### config.mk
export PLATFORM = sky130hd
export DESIGN_NAME = perf_event_sampler
export DESIGN_NICKNAME = d
export VERILOG_FILES = /design/src/rtl/perf_event_sampler.sv
export SDC_FILE = /design/constraint.sdc
export NUM_CORES = 2
export LEC_CHECK = 0
export BUFFER_PORTS_ARGS = -buffer_cell sky130_fd_sc_hd__buf_2
export CAP_MARGIN = 20
export CORE_MARGIN = 2
export CORE_UTILIZATION = 40
export CTS_BUF_LIST = sky130_fd_sc_hd__clkbuf_4
export CTS_CLUSTER_DIAMETER = 120
export DETAILED_ROUTE_END_ITERATION = 6
export PLACE_DENSITY = 0.56
export SLEW_MARGIN = 20
export SYNTH_ARGS = -nofsm -noshare
export SYNTH_HDL_FRONTEND = slang
export SYNTH_SLANG_ARGS = --single-unit
export TNS_END_PERCENT = 50
### constraint.sdc
create_clock -name clk -period 15.4 [get_ports clk]
set_clock_uncertainty 0.05 [all_clocks]
set_input_delay 0.77 -clock clk [delete_from_list [all_inputs] [get_ports clk]]
set_output_delay 0.77 -clock clk [all_outputs]
set_load 0.03 [all_outputs]
### src/rtl/perf_event_sampler.sv
// perf_event_sampler
//
// Purpose:
//   Parametrised bank of CHANNEL_NUM event counters plus a free-running cycle
//   stamp. Each counter takes a multi-event increment per cycle, so
//   commit-width events can be counted directly. A snapshot request captures
//   the stamp and all counters into a small FIFO. The FIFO is streamed out one
//   word per beat over a valid/ready port: beat 0 is the stamp and beat c+1
//   is counter c.
//
// Optional feature (macro RSD_PERF_COUNTER_SATURATE_EN):
//   When defined, counters saturate at all-ones instead of wrapping. A
//   per-channel sticky overflow bit records that saturation happened. While
//   the sticky bit is set, every captured word for that channel has its MSB
//   forced to 1. Only clearReq or reset clears the sticky bits. The cycle
//   stamp always wraps. When the macro is undefined, counters wrap modulo
//   2^COUNTER_WIDTH.
//
// Ports:
//   clk, rst      - clock, asynchronous active-high reset
//   enable        - counters and stamp advance only while high
//   eventInc      - per-channel increment, channel c at [c*INC_WIDTH +: INC_WIDTH]
//   clearReq      - zero all counters and the stamp (wins over increment)
//   snapshotReq   - capture the stamp and counters (pre-update values) into the FIFO
//   outValid/outReady/outData/outChannel/outLast - snapshot stream
//   fifoCount     - snapshots currently held
//   dropCount     - snapshots lost to a full FIFO, saturating at 255

module perf_event_sampler #(
  parameter int CHANNEL_NUM    = 8,
  parameter int COUNTER_WIDTH  = 32,
  parameter int INC_WIDTH      = 2,
  parameter int SNAPSHOT_DEPTH = 4
) (
  input  logic                                  clk,
  input  logic                                  rst,
  input  logic                                  enable,
  input  logic [CHANNEL_NUM*INC_WIDTH-1:0]      eventInc,
  input  logic                                  clearReq,
  input  logic                                  snapshotReq,
  output logic                                  outValid,
  input  logic                                  outReady,
  output logic [COUNTER_WIDTH-1:0]              outData,
  output logic [$clog2(CHANNEL_NUM+1)-1:0]      outChannel,
  output logic                                  outLast,
  output logic [$clog2(SNAPSHOT_DEPTH+1)-1:0]   fifoCount,
  output logic [7:0]                            dropCount
);

  localparam int CH_W  = $clog2(CHANNEL_NUM + 1);
  // The depth is a power of two, so the count width equals the index width
  // plus one. That extra bit is the wrap bit of each pointer.
  localparam int CNT_W = $clog2(SNAPSHOT_DEPTH + 1);
  localparam int IDX_W = CNT_W - 1;
  localparam int WORDS = CHANNEL_NUM + 1;

  typedef enum logic {
    ST_IDLE   = 1'b0,
    ST_STREAM = 1'b1
  } state_t;

  // Counter state
  logic [COUNTER_WIDTH-1:0] cnt_q   [CHANNEL_NUM];
  logic [COUNTER_WIDTH-1:0] cnt_d   [CHANNEL_NUM];
  logic [COUNTER_WIDTH-1:0] stamp_q;
  logic [COUNTER_WIDTH-1:0] stamp_d;
`ifdef RSD_PERF_COUNTER_SATURATE_EN
  logic [CHANNEL_NUM-1:0]   sticky_q;
  logic [CHANNEL_NUM-1:0]   sticky_d;
  logic [COUNTER_WIDTH:0]   sat_sum [CHANNEL_NUM];
`endif

  // Snapshot FIFO
  logic [COUNTER_WIDTH-1:0] fifo_mem [SNAPSHOT_DEPTH][WORDS];
  logic [COUNTER_WIDTH-1:0] snap_word [WORDS];
  logic [CNT_W-1:0]         head_q;
  logic [CNT_W-1:0]         head_d;
  logic [CNT_W-1:0]         tail_q;
  logic [CNT_W-1:0]         tail_d;
  logic [CNT_W-1:0]         fifo_count_d;
  logic [7:0]               drop_q;
  logic [7:0]               drop_d;
  logic                     fifo_empty;
  logic                     fifo_full;
  logic                     pop;
  logic                     push;
  logic                     drop;

  // Stream FSM
  state_t                   state_q;
  state_t                   state_d;
  logic [CH_W-1:0]          beat_q;
  logic [CH_W-1:0]          beat_d;
  logic [CH_W-1:0]          beat_inc;
  logic                     valid_q;
  logic                     valid_d;
  logic                     last_q;
  logic                     last_d;

  // ---------------------------------------------------------------------------
  // Counter update. Clear has priority and discards the same-cycle increment.
  // ---------------------------------------------------------------------------
`ifdef RSD_PERF_COUNTER_SATURATE_EN
  // The extra top bit of each sum is the overflow (carry-out) of that channel.
  always_comb begin
    for (int c = 0; c < CHANNEL_NUM; c++) begin
      sat_sum[c] = {1'b0, cnt_q[c]}
                 + (COUNTER_WIDTH+1)'(eventInc[c*INC_WIDTH +: INC_WIDTH]);
    end
  end
`endif

  always_comb begin
    stamp_d = stamp_q;
    for (int c = 0; c < CHANNEL_NUM; c++) begin
      cnt_d[c] = cnt_q[c];
    end
`ifdef RSD_PERF_COUNTER_SATURATE_EN
    sticky_d = sticky_q;
`endif
    if (clearReq) begin
      stamp_d = '0;
      for (int c = 0; c < CHANNEL_NUM; c++) begin
        cnt_d[c] = '0;
      end
`ifdef RSD_PERF_COUNTER_SATURATE_EN
      sticky_d = '0;
`endif
    end else if (enable) begin
      stamp_d = stamp_q + COUNTER_WIDTH'(1);
      for (int c = 0; c < CHANNEL_NUM; c++) begin
`ifdef RSD_PERF_COUNTER_SATURATE_EN
        if (sat_sum[c][COUNTER_WIDTH]) begin
          cnt_d[c]    = '1;
          sticky_d[c] = 1'b1;
        end else begin
          cnt_d[c] = sat_sum[c][COUNTER_WIDTH-1:0];
        end
`else
        cnt_d[c] = cnt_q[c] + COUNTER_WIDTH'(eventInc[c*INC_WIDTH +: INC_WIDTH]);
`endif
      end
    end
  end

  // Snapshot payload built from the registered values, i.e. before this
  // cycle's increment or clear takes effect.
  always_comb begin
    snap_word[0] = stamp_q;
    for (int c = 0; c < CHANNEL_NUM; c++) begin
      snap_word[c+1] = cnt_q[c];
`ifdef RSD_PERF_COUNTER_SATURATE_EN
      if (sticky_q[c]) begin
        snap_word[c+1][COUNTER_WIDTH-1] = 1'b1;
      end
`endif
    end
  end

  // ---------------------------------------------------------------------------
  // FIFO control. A push into a full FIFO is still accepted when the head is
  // popped on the same edge, because that pop frees the slot being written.
  // ---------------------------------------------------------------------------
  always_comb begin
    fifo_empty   = (head_q == tail_q);
    fifo_full    = (head_q[IDX_W-1:0] == tail_q[IDX_W-1:0]) &&
                   (head_q[IDX_W] != tail_q[IDX_W]);
    pop          = valid_q & outReady & last_q;
    push         = snapshotReq & (~fifo_full | pop);
    drop         = snapshotReq & fifo_full & ~pop;
    head_d       = head_q + CNT_W'(pop);
    tail_d       = tail_q + CNT_W'(push);
    fifo_count_d = tail_d - head_d;
    drop_d       = drop_q;
    if (drop && (drop_q != 8'hFF)) begin
      drop_d = drop_q + 8'd1;
    end
  end

  always_ff @(posedge clk or posedge rst) begin
    if (rst) begin
      stamp_q <= '0;
      for (int c = 0; c < CHANNEL_NUM; c++) begin
        cnt_q[c] <= '0;
      end
`ifdef RSD_PERF_COUNTER_SATURATE_EN
      sticky_q <= '0;
`endif
      head_q <= '0;
      tail_q <= '0;
      drop_q <= '0;
    end else begin
      stamp_q <= stamp_d;
      for (int c = 0; c < CHANNEL_NUM; c++) begin
        cnt_q[c] <= cnt_d[c];
      end
`ifdef RSD_PERF_COUNTER_SATURATE_EN
      sticky_q <= sticky_d;
`endif
      head_q <= head_d;
      tail_q <= tail_d;
      drop_q <= drop_d;
    end
  end

  // Storage has no reset. The pointers alone decide which entries are valid.
  always_ff @(posedge clk) begin
    if (push) begin
      for (int w = 0; w < WORDS; w++) begin
        fifo_mem[tail_q[IDX_W-1:0]][w] <= snap_word[w];
      end
    end
  end

  // ---------------------------------------------------------------------------
  // Stream FSM. After the final-beat handshake, the FSM uses the post-pop
  // occupancy to decide whether to restart at beat 0 without an idle cycle.
  // ---------------------------------------------------------------------------
  always_comb begin
    state_d  = state_q;
    beat_d   = beat_q;
    valid_d  = valid_q;
    last_d   = last_q;
    beat_inc = beat_q + CH_W'(1);
    case (state_q)
      ST_IDLE: begin
        if (!fifo_empty) begin
          state_d = ST_STREAM;
          beat_d  = '0;
          valid_d = 1'b1;
          last_d  = 1'b0;
        end
      end
      ST_STREAM: begin
        if (valid_q && outReady) begin
          if (last_q) begin
            beat_d = '0;
            last_d = 1'b0;
            if (fifo_count_d == '0) begin
              state_d = ST_IDLE;
              valid_d = 1'b0;
            end
          end else begin
            beat_d = beat_inc;
            last_d = (beat_inc == CH_W'(CHANNEL_NUM));
          end
        end
      end
      default: begin
        state_d = ST_IDLE;
        beat_d  = '0;
        valid_d = 1'b0;
        last_d  = 1'b0;
      end
    endcase
  end

  always_ff @(posedge clk or posedge rst) begin
    if (rst) begin
      state_q <= ST_IDLE;
      beat_q  <= '0;
      valid_q <= 1'b0;
      last_q  <= 1'b0;
    end else begin
      state_q <= state_d;
      beat_q  <= beat_d;
      valid_q <= valid_d;
      last_q  <= last_d;
    end
  end

  // The read uses registered indices, so the payload stays stable under
  // backpressure. It is forced to zero whenever no beat is being offered.
  assign outValid   = valid_q;
  assign outChannel = beat_q;
  assign outLast    = last_q;
  assign outData    = valid_q ? fifo_mem[head_q[IDX_W-1:0]][beat_q] : '0;
  assign fifoCount  = tail_q - head_q;
  assign dropCount  = drop_q;

endmodule

# == After elaboration in Yosys (flattened, before gate mapping) ==
# Memory sizes are Yosys's and may differ from the RTL's.
# Index checks and enable logic that the tools add are counted.
# word_totals
regBits,309
latchBits,0
mem_bits_rw,1152
romBits,0
inputBits,22
out_inout_bits,49
elab_cells,87
memories,1
# mem_list
name,words,width,read_ports,rd_ports_with_merged_regs,write_ports,line,rtl
fifo_mem,4,288,1,0,1,74,logic [COUNTER_WIDTH-1:0] fifo_mem [SNAPSHOT_DEPTH][WORDS];
# classes
add_sub_neg,15
mul,0
div,0
magnitude_cmp,1
n_eq_ne,9
shifts,0
n_mux,28
bitwise,10
n_reduce_logical,7
# ops
op,count
two-way mux 256 bit,2
adder 32 x 2 -> 32 bit,8
two-way mux 32 bit,5
binary-select mux 32 bit (select 4 bit),1
adder 32 x 1 -> 32 bit (second input constant),1
two-way mux 1 bit,13
two-way mux 4 bit,3
adder 8 x 1 -> 8 bit (second input constant),1
!= test 8 bit (second input constant),1
one-hot mux 4 bit (2 select lines),1
adder 3 x 1 -> 3 bit,2
!= test 2 x 1 -> 1 bit (second input constant),3
one-hot mux 1 bit (2 select lines),3
subtractor 3 bit,2
bitwise AND 1 bit,5
greater-or-equal comparator 5 bit (second input constant),1
inverter 4 -> 5 bit,1
adder 4 x 1 -> 4 bit (second input constant),1
equality test 4 bit (second input constant),1
AND reduction 4 bit,1
equality test 3 bit,1
logical AND 1 bit,3
zero test 3 bit,1
inverter 1 bit,3
6 further kinds,6

# == Depth between registers and ports, before layout ==
# depth
ltp_word,12
ltp_mapped,13
depth_no_buf,12

# == Least setup slack after synthesis ==
# No wires, ideal clock.
# synth_path
path_kind,register to register
from,register head_q[1]
to,memory fifo_mem[2][0] (netlist bit) (enable)
setup_ns,0.942
arrival_ns,13.233
t_required_ns,14.408
slack_ns,1.175
stages_incl_launch_ff,8
n_path_buf,1
period_less_slack_ns,14.225
cell_sequence,dfrtp_1 buf_2 inv_1 ha_1 nand4b_1 and2_1 nand2_1 nor2_1
# synth_via
elab_chain_len,7
# synth_lines
element,line,rtl
"start, declared",76,logic [CNT_W-1:0] head_q;
"start signal, assigned",189,head_q <= '0;
"start signal, assigned",200,head_q <= head_d;
equality test 2 bit,166,fifo_full = (head_q[IDX_W-1:0] == tail_q[IDX_W-1:0]) &&
logical AND 1 bit,166,
inverter 1 bit,169,push = snapshotReq & (~fifo_full | pop);
OR 1 bit,169,
bitwise AND 1 bit,169,
two-way mux 1 bit,208,if (push) begin
two-way mux 1 bit (not written as such),210,fifo_mem[tail_q[IDX_W-1:0]][w] <= snap_word[w];
"end, declared",74,
# No other way between the ends.

# == Final worst setup path ==
# layout_path
from,register head_q[0]
to,output port outData[0]
# layout_via
elab_chain_len,5
# layout_lines
element,line,rtl
memory read (4 x 288 bit),n/a,
binary-select mux 32 bit (select 4 bit),277,assign outData = valid_q ? fifo_mem[head_q[IDX_W-1:0]][beat_q] : '0;
two-way mux 32 bit (not written as such) (2 in a row),277,
two-way mux 32 bit,277,
"end, declared",43,"output logic [COUNTER_WIDTH-1:0] outData,"
# No other way between the ends. The select of a mux whose other input is x is not followed.

==> run_results.csv <==
group,metric,value,unit
critical_path,critical_path_required,14580,ps
floorplan,dieArea,0.152,mm2
critical_path,crit_path_end_kind,"output pin",
run_status,status,"finished clean",
floorplan,core_region_area,0.148,mm2
clock_network,cts-root-buf,"clkbuf_4",
floorplan,die_w,390,um
critical_path,critPathBufInv,4,
critical_path,r2r-start,"head_q[1]",
grt,grt_max_degree,135,
yosys,yosysTopAreaCell,"edfxtp_1",
placed_design,hpwl,102000,um
final_layout,n_fill_cell,12900,
final_layout,fin_nets,4065,
clock_network,htreeDepth,5,
yosys,syn_nets,3690,
clock_network,clkTransAtPathRegs,60,ps
yosys,synth_top_cell_area_share,58.2,%
routing,drc,0,
sta,setup_viol,0,
power_and_ir_drop,power,0.0122,W
floorplan,die_y,390,um
sta,whs,151,ps
critical_path,cp_max_fo,43,
floorplan,initial_core_util,40.3,%
yosys,synthDistinctLibCells,68,
placed_design,place.gp.congestion,0.788,
grt,antenna_found_initial,14,
yosys,synth-seq-area-share,71.2,%
flow_run,drv_cap,0,
yosys,synthAdderAreaFrac,0.892,%
final_layout,fin_util,45.6,%
critical_path,critPathMaxStageDelay,850,ps
routing,avgViaCountPerCell,5.55,
routing,wire_per_inst,26.0,um
routing,drt-initial-drc-count,3322,
yosys,async_flop_share,21.1,%
floorplan,io_pins,71,
final_layout,multiInputGateArea,0.0163,mm2
sta,fmax,142,MHz
sta,period_share,45.7,%
sta,tns,0,ps
routing,wl,163000,um
yosys,yosysWarnings,0,
routing,vias,34700,
sta,drv_slew,0,
grt,first_global_vias,34500,
clock_network,cts_tree,"yes",
sta,slew_headroom,24.0,%
power_and_ir_drop,vdd_drop_max,0.121,mV
critical_path,path_class,"reg2out",
power_and_ir_drop,p_leak,23.0,nW
critical_path,cp_common_cell,"buf_4",
final_layout,layout-drive-gt1-share,24.2,%
final_layout,final_common_cell,"edfxtp_1",
sta,final_hold_viol_count,0,
yosys,synth_compound_area_share,4.17,%
floorplan,rows,141,
routing,drt-pass1-iter-count,7,
critical_path,cp-start-kind,"flop",
yosys,synth-seq-cells,1461,
hold_path,min_path_type,"in2async",
clock_network,cts_made_buffers,388,
grt,grt_first_pass_wirelength,237000,um
critical_path,path_delay_family,"buffers and inverters",
yosys,synthSimpleGateAreaFrac,8.10,%
clock_network,clk_path_buf_depth,4,
final_layout,mostFrequentLayoutCells,"edfxtp_1, clkbuf_4, dfrtp_1",
clock_network,cts_resized,0,
sta,rsz0062_at_grt,"false",
yosys,synth_area_per_cell,16.4,um2
yosys,synthCells,3631,
critical_path,crit_path_top_delay_cell,"dfrtp_4",
routing,postRouteAntennaNets,0,
final_layout,area_growth,13.2,%
yosys,synth_top_family_by_area,"multiplexers",
power_and_ir_drop,p_per_area,181,mW/mm2
sta,period_needed,7030,ps
critical_path,path_cells,"buf_4 -> buf_4 -> buf_4 -> mux4_2 -> a22oi_1 -> nand3_1 -> a32o_1 -> buf_2",
critical_path,cp.arrival,6210,ps
yosys,synth_edf_count,1152,
yosys,synthTopCellsByArea,"edfxtp_1, dfrtp_1, mux4_2, mux2i_1, xor2_1",
placed_design,place_area,0.0621,mm2
yosys,synth.cell_area,0.0594,mm2
critical_path,startpoint,"head_q[0]",
grt,grt_overflow_total,0,
yosys,synth-xor-area-share,3.40,%
yosys,ys.flop_type,"edfxtp_1",
final_layout,seqCellArea,0.0423,mm2
placed_design,portBuffers,70,
clock_network,cts.sinks,1461,
final_layout,final_area,0.0673,mm2
yosys,synth_mux_area_share,10.7,%
clock_network,clk_latency,1290,ps
sta,worst_slew_pin_slew,1140,ps
grt,grt_usage,21.6,%
## what timing repair did
action	4_1_cts	5_1_grt
buffers inserted	0	0
hold buffers	31	0
setup endpoints to repair	0	0
endpoints found under the hold margin	166	0
## where the power goes
part           switching, W  internal, W
Sequential         0.000232      0.00513
Clock               0.00153      0.00180
Combinational       0.00235      0.00116
## synthesized netlist by cell type, types with 6 or more instances
library cell  instances
a221oi_1             28
dfrtp_1             309
xor2_1              116
nand4_1              95
a22o_1               12
xnor2_1             112
a211oi_1             24
nor2b_1              31
buf_4                11
nand2b_1              7
and4_1               31
mux4_2              207
a22oi_1              20
o21ai_0              88
a211o_1              24
ha_1                 28
buf_2                41
fa_1                  9
o22ai_1              31
buf_1                12
a21o_1                7
nor4b_1               6
nor3_1               55
o221ai_1             24
a21oi_1              59
and2_1               15
clkbuf_1            117
mux2i_1             109
inv_1                36
or3_1                48
nand3_1             112
nor4_1               34
and3_1               47
mux2_2               53
nor2_1              264
edfxtp_1           1152
a32o_1               17
nand2_1             183
## worst min-delay path, cell delays in order
cell           delay (ps)
dlygate4sd3_1         520
buf_2                 150
inv_8                 410
## sequential cells by signal, indices dropped and copies added (netlist names)
name	count
cnt_q	256
dropCount	8
fifo_mem	1152
head_q	3
outChannel	4
outLast	1
outValid	1
stamp_q	32
state_q	1
tail_q	3
## logic make-up (layout without fill, tap and decap cells)
group                    count (synthesis)  in the layout
buffers and inverters                  220            889
flip-flops                            1461           1461
adder cells (fa/ha/maj)                 37             37
AO/OA/AOI/OAI                          360            360
multiplexers                           369            369
XOR/XNOR                               229            229
other                                    0             12
AND/OR/NAND/NOR                        955            955
## final cells by class
type,instances,share of cell area (%)
multi-input combinational,1950,24.2
clock buffer,602,6.72
timing repair buffer,167,1.79
tap,1930,3.59
sequential,1461,62.9
clock inverter,82,0.541
antenna,12,0.0446
inverter,38,0.223
## metrics by stage
step           setup WS (ps)  instances
6_report                8370       6242
5_1_grt                 7850       6235
4_1_cts                 8040       6230
3_5_place_dp            9460       5515
3_3_place_gp            9470       5515
2_1_floorplan           1180       3631
## final timing paths
check                                    to  slack [ps]  cells past startpoint
max                              outData[0]        8370                      8
min                              cnt_q[116]         150                      3
max reg2reg                fifo_mem[0][270]       10220                      8
min reg2reg                    dropCount[4]         450                      1
max in group asynchronous       stamp_q[20]       13600                      4
min in group clk              outChannel[2]         410                      4
## metal layers
metal	vias to the layer above	global-route usage (%)	wire (um)
li1	15200	-	-
met1	17900	31.1	72300
met2	1283	31.6	72400
met3	214	6.24	13900
met4	0	6.68	3880
met5	-	0	0
Note: power is estimated with default switching activity, not from simulation.
